**config.mk**
```make
export PLATFORM = sky130hd
export DESIGN_NAME = cond_exec_stage
export DESIGN_NICKNAME = d
export VERILOG_FILES = /design/src/rtl/cond_exec_stage.sv
export SDC_FILE = /design/constraint.sdc
export NUM_CORES = 1
export LEC_CHECK = 0
export CAP_MARGIN = 20
export CORE_MARGIN = 2
export CORE_UTILIZATION = 45
export CTS_BUF_LIST = sky130_fd_sc_hd__clkbuf_16
export CTS_CLUSTER_SIZE = 24
export DETAILED_ROUTE_END_ITERATION = 7
export GPL_TIMING_DRIVEN = 0
export HOLD_SLACK_MARGIN = 0.12
export PLACE_DENSITY = 0.84
export SLEW_MARGIN = 10
export SYNTH_ARGS = -nofsm -noshare
export SYNTH_HDL_FRONTEND = slang
export SYNTH_SLANG_ARGS = --single-unit
```
**constraint.sdc**
```tcl
create_clock -name clk -period 3.97 [get_ports clk]
set_input_delay 0.794 -clock clk [delete_from_list [all_inputs] [get_ports clk]]
set_output_delay 0.794 -clock clk [all_outputs]
set_load 0.01 [all_outputs]
```
**src/rtl/cond_exec_stage.sv**
```systemverilog
// cond_exec_stage
//
// Execute-stage pipeline register plus conditional-execution logic for an
// ARM-style pipeline. It registers the decode-stage controls into the E
// stage, evaluates the instruction condition against the architectural NZCV
// flags, gates the side-effecting controls with the pass result, and updates
// the flags from the ALU.
//
// Ports
//   clk, reset          rising-edge clock, synchronous active-high reset
//   stallE, flushE      hold / bubble the E-stage register (flush wins)
//   *D inputs           decode-stage controls and condition field
//   ALUFlags            {N,Z,C,V} from the ALU for the instruction now in E
//   resultSrcE, ALUControlE, ALUSrcE, movImmE
//                       registered E-stage copies (not condition gated)
//   regWriteCE, memWriteCE, PCSrcCE
//                       registered controls gated by condExE
//   branchTakenE        taken branch or BX (write to PC) in E
//   condExE             condition-pass for the instruction in E
//   flags               architectural NZCV register
module cond_exec_stage #(
    parameter logic [3:0] FLAGS_INIT = 4'b0000
) (
    input  logic       clk,
    input  logic       reset,
    input  logic       stallE,
    input  logic       flushE,
    input  logic       regWriteD,
    input  logic       memWriteD,
    input  logic       branchD,
    input  logic       PCSrcD,
    input  logic       ALUSrcD,
    input  logic       movImmD,
    input  logic [1:0] resultSrcD,
    input  logic [3:0] ALUControlD,
    input  logic [1:0] flagWriteD,
    input  logic [3:0] condD,
    input  logic [3:0] ALUFlags,
    output logic [1:0] resultSrcE,
    output logic [3:0] ALUControlE,
    output logic       ALUSrcE,
    output logic       movImmE,
    output logic       regWriteCE,
    output logic       memWriteCE,
    output logic       PCSrcCE,
    output logic       branchTakenE,
    output logic       condExE,
    output logic [3:0] flags
);

    localparam logic [3:0] COND_AL = 4'b1110;

    // E-stage register
    logic       r_regWriteE;
    logic       r_memWriteE;
    logic       r_branchE;
    logic       r_PCSrcE;
    logic       r_ALUSrcE;
    logic       r_movImmE;
    logic [1:0] r_resultSrcE;
    logic [3:0] r_ALUControlE;
    logic [1:0] r_flagWriteE;
    logic [3:0] r_condE;

    // Architectural flags {N,Z,C,V}
    logic [3:0] r_flags;

    logic w_n;
    logic w_z;
    logic w_c;
    logic w_v;
    logic w_condExE;

    assign w_n = r_flags[3];
    assign w_z = r_flags[2];
    assign w_c = r_flags[1];
    assign w_v = r_flags[0];

    // Condition check always uses the flags as they stand before this
    // instruction's own flag update lands at the next edge.
    always_comb begin
        w_condExE = 1'b0;
        case (r_condE)
            4'd0:    w_condExE = w_z;
            4'd1:    w_condExE = ~w_z;
            4'd2:    w_condExE = w_c;
            4'd3:    w_condExE = ~w_c;
            4'd4:    w_condExE = w_n;
            4'd5:    w_condExE = ~w_n;
            4'd6:    w_condExE = w_v;
            4'd7:    w_condExE = ~w_v;
            4'd8:    w_condExE = w_c & ~w_z;
            4'd9:    w_condExE = ~w_c | w_z;
            4'd10:   w_condExE = (w_n == w_v);
            4'd11:   w_condExE = (w_n != w_v);
            4'd12:   w_condExE = ~w_z & (w_n == w_v);
            4'd13:   w_condExE = w_z | (w_n != w_v);
            4'd14:   w_condExE = 1'b1;
            default: w_condExE = 1'b0;
        endcase
    end

    always_ff @(posedge clk) begin
        if (reset) begin
            r_regWriteE   <= 1'b0;
            r_memWriteE   <= 1'b0;
            r_branchE     <= 1'b0;
            r_PCSrcE      <= 1'b0;
            r_ALUSrcE     <= 1'b0;
            r_movImmE     <= 1'b0;
            r_resultSrcE  <= 2'b00;
            r_ALUControlE <= 4'b0000;
            r_flagWriteE  <= 2'b00;
            r_condE       <= COND_AL;
            r_flags       <= FLAGS_INIT;
        end else begin
            // A bubble is an always-executing no-op so condExE stays 1.
            if (flushE) begin
                r_regWriteE   <= 1'b0;
                r_memWriteE   <= 1'b0;
                r_branchE     <= 1'b0;
                r_PCSrcE      <= 1'b0;
                r_ALUSrcE     <= 1'b0;
                r_movImmE     <= 1'b0;
                r_resultSrcE  <= 2'b00;
                r_ALUControlE <= 4'b0000;
                r_flagWriteE  <= 2'b00;
                r_condE       <= COND_AL;
            end else if (!stallE) begin
                r_regWriteE   <= regWriteD;
                r_memWriteE   <= memWriteD;
                r_branchE     <= branchD;
                r_PCSrcE      <= PCSrcD;
                r_ALUSrcE     <= ALUSrcD;
                r_movImmE     <= movImmD;
                r_resultSrcE  <= resultSrcD;
                r_ALUControlE <= ALUControlD;
                r_flagWriteE  <= flagWriteD;
                r_condE       <= condD;
            end

            // Flags are written by the instruction occupying E regardless
            // of stall; a failed condition suppresses the write.
            if (r_flagWriteE[1] && w_condExE) begin
                r_flags[3:2] <= ALUFlags[3:2];
            end
            if (r_flagWriteE[0] && w_condExE) begin
                r_flags[1:0] <= ALUFlags[1:0];
            end
        end
    end

    assign resultSrcE   = r_resultSrcE;
    assign ALUControlE  = r_ALUControlE;
    assign ALUSrcE      = r_ALUSrcE;
    assign movImmE      = r_movImmE;
    assign regWriteCE   = r_regWriteE & w_condExE;
    assign memWriteCE   = r_memWriteE & w_condExE;
    assign PCSrcCE      = r_PCSrcE & w_condExE;
    assign branchTakenE = (r_branchE | r_PCSrcE) & w_condExE;
    assign condExE      = w_condExE;
    assign flags        = r_flags;

endmodule

```
==> flow_summary.yaml <==
outcome:
  outcome: "finished, final reports clean"
synth:
  ys_warn_count: 0
  synth_nets: 134
  syn_area_um2: 1040
  syn_inst: 108
  yosysTopAreaCell: "dfxtp_1"
  ys_top_cells_by_area: "dfxtp_1 43%, mux2i_1 22%, nor2_1 6.9%"
  ys_seq_area_share_pct: 42.5
  synth.avg_cell_area_um2: 9.59
  synth_top_area_share_pct: 42.5
  synth-seq-cells: 22
  yosys.cell_types.count: 24
floorplan:
  row_count: 17
  start_util_pct: 47.3
  ios: 43
  die_h_um: 52.0
  fp.dieW_um: 52.0
  die_area_um2: 2700
  core_um2: 2190
critical_path:
  cp-start-kind: "flop"
  critPathMaxFanout: 5
  crit_required_ns: 3.18
  crit_type: "reg2out"
  rr_startpoint: "flags[0]"
  reg2reg_slack_ns: 2.12
  r2r_end: "flags[0]"
  worstPathArrival_ns: 2.52
  cp-end-kind: "output pin"
  rr_worst_depth: 5
cts:
  cts_tree: "yes"
  postCtsSetupBuffers: 0
  clk_latency_ns: 0.25
  numCtsBuffers: 3
  cts_max_level: 1
  root_buffer: "clkbuf_16"
  clk_pin_slew_ns: 0.05
  cts_sinks: 22
  ctsHoldBuffers: 0
  postCtsResizedCells: 0
  cts_buffer_depth: 2
timing:
  rsz0062_at_grt: "no"
  fmax_mhz: 302
  tightestPinTransition_ns: 0.454
  fin_crit_ns: 3.32
  hold_viol_final: 0
  setup_violations: 0
  tns_ns: 0
  hold_ws_ns: 0.494
  finClkSkew_ns: 0.00433
  drv_slew: 0
  final.period_utilization_pct: 83.5
  relSlewSlack_pct: 69.4
cells_and_area:
  fillers: 181
  drive_gt1_share_pct: 9.21
  area_growth_pct: 49.6
  most-common-layout-cells: "40 x clkdlybuf4s50_1, 23 x mux2i_1, 22 x dfxtp_1"
  final_common_cell: "clkdlybuf4s50_1"
  regArea_um2: 440
  multi_input_area_um2: 562
  nets: 179
  num_antenna_cells: 0
power_and_ir_drop:
  power_leakage_nw: 0.626
  switching_share_pct: 21.1
  p_sw_uw: 110
  p_per_area_nw_per_um2: 337
  pwr-share-clk_pct: 39.9
  combPwrFrac_pct: 15.4
  intPower_uw: 411
  vdd_drop_max_uv: 228
  pwr-share-seq_pct: 44.8
route:
  wl_per_cell_um: 13.3
  drt_iter0_drc: 3
  drt-vias-per-instance: 5.02
  drt_wl_total_um: 2390
  drtAntennaViolNets: 0
  vias: 904
  first_pass_iters: 3
  drc: 0
worst_hold_path:
  min_path_cells: 2
  min-delay-start: "r_memWriteE"
  hp-class: "reg2reg"
  hold_end: "r_memWriteE"
placed_design:
  port_buffers: 40
  dpl.hpwl_um: 1840
  place.gp.congestion: 0.694
flow_run:
  max-cap-violations: 0
global_route:
  grt_usage_pct: 19.9
  grt_pass1_wl_um: 4020
  grt_start_max_net_pins: 13
  grt_pass1_vias: 956
  grt_overflow: 0
  antenna_found_initial: 0
-- metrics by stage --
step / instances / power (mW) / area (µm²) / util [%] / worst slack (ns)
after floorplan: 108 / 0.276 / 1040 / - / 1.52
after global placement: 176 / 0.316 / 1470 / 67.2 / 0.953
after detailed placement: 176 / 0.318 / 1470 / 67.2 / 0.948
after CTS: 180 / 0.525 / 1550 / 70.8 / 0.654
after global routing: 180 / 0.542 / 1550 / 70.8 / 0.479
final: 180 / 0.522 / 1550 / 70.8 / 0.653
-- power groups by stage --
stage | registers [mW] | clock network (mW) | logic, mW
2_1_floorplan | 0.239 | 0 | 0.0372
3_3_place_gp | 0.238 | 0 | 0.0778
3_5_place_dp | 0.238 | 0 | 0.0802
4_1_cts | 0.234 | 0.211 | 0.0808
5_1_grt | 0.234 | 0.220 | 0.0876
6_report | 0.234 | 0.208 | 0.0802
-- worst max path at each step --
stage                     startpoint    endpoint  slack [ns]
final                       flags[0]  regWriteCE        0.65
after CTS                   flags[0]  memWriteCE        0.65
after detailed placement    flags[0]  memWriteCE        0.95
after global placement      flags[0]  regWriteCE        0.95
after floorplan             flags[0]     PCSrcCE        1.52
after global routing        flags[0]  regWriteCE        0.48
-- per-layer routing --
metal  share of wire (%)  vias to the layer above  track usage (%)
li1                    -                      450                -
met1                  42                      425             22.2
met2                  51                       27             38.0
met3                 5.9                        2             3.74
met4                0.88                        0             4.82
met5                   0                        -                0
-- synthesized netlist by cell type, drive strengths merged --
cell and instances:
clkbuf 3, and2 1, mux2i 23, mux2 3
o41ai 1, buf 3, o221ai 1, nand3 1
nor3 1, nor3b 1, nor2 19, o311ai 1
nand2 4, nor2b 4, or2 1, nand2b 9
or3b 1, inv 2, nand3b 1, xor2 1
or2b 1, dfxtp 22, a21boi 2, o21ai 2
-- final cells by class --
type,instances,share of cell area [%]
Multi-Input combinational cell,78,36.2
Sequential cell,22,28.4
Timing Repair Buffer,40,25.8
Clock buffer,3,4.84
Tap cell,28,2.26
Buffer,6,1.69
Inverter,2,0.484
Clock inverter,1,0.242
-- state kept, by name (all words and copies together) (netlist names) --
| name | flops |
|---|---|
| r_condE | 4 |
| r_regWriteE | 1 |
| r_PCSrcE | 1 |
| ALUControlE | 4 |
| flags | 4 |
| resultSrcE | 2 |
| r_flagWriteE | 2 |
| r_branchE | 1 |
| ALUSrcE | 1 |
| movImmE | 1 |
| r_memWriteE | 1 |
-- kinds of logic (layout without fill, tap and decap cells) --
| group | after synthesis | count (layout) | share of synthesized area, % |
|---|---|---|---|
| multiplexers | 26 | 26 | 25.5 |
| AND/OR/NAND/NOR | 44 | 44 | 21.5 |
| XOR/XNOR | 1 | 1 | 0.846 |
| flip-flops | 22 | 22 | 42.5 |
| buffers and inverters | 8 | 52 | 3.26 |
| AO/OA/AOI/OAI | 7 | 7 | 6.40 |
-- worst max-delay path, stage by stage (launching register included) --
cell and delay, ns:
dfxtp_1 0.35, xor2_1 0.20, o311ai_0 0.37, mux2_2 0.43, and2_2 0.25, nor2b_1 0.13
clkdlybuf4s50_1 0.55
Note: power is estimated with default switching activity, not from simulation.
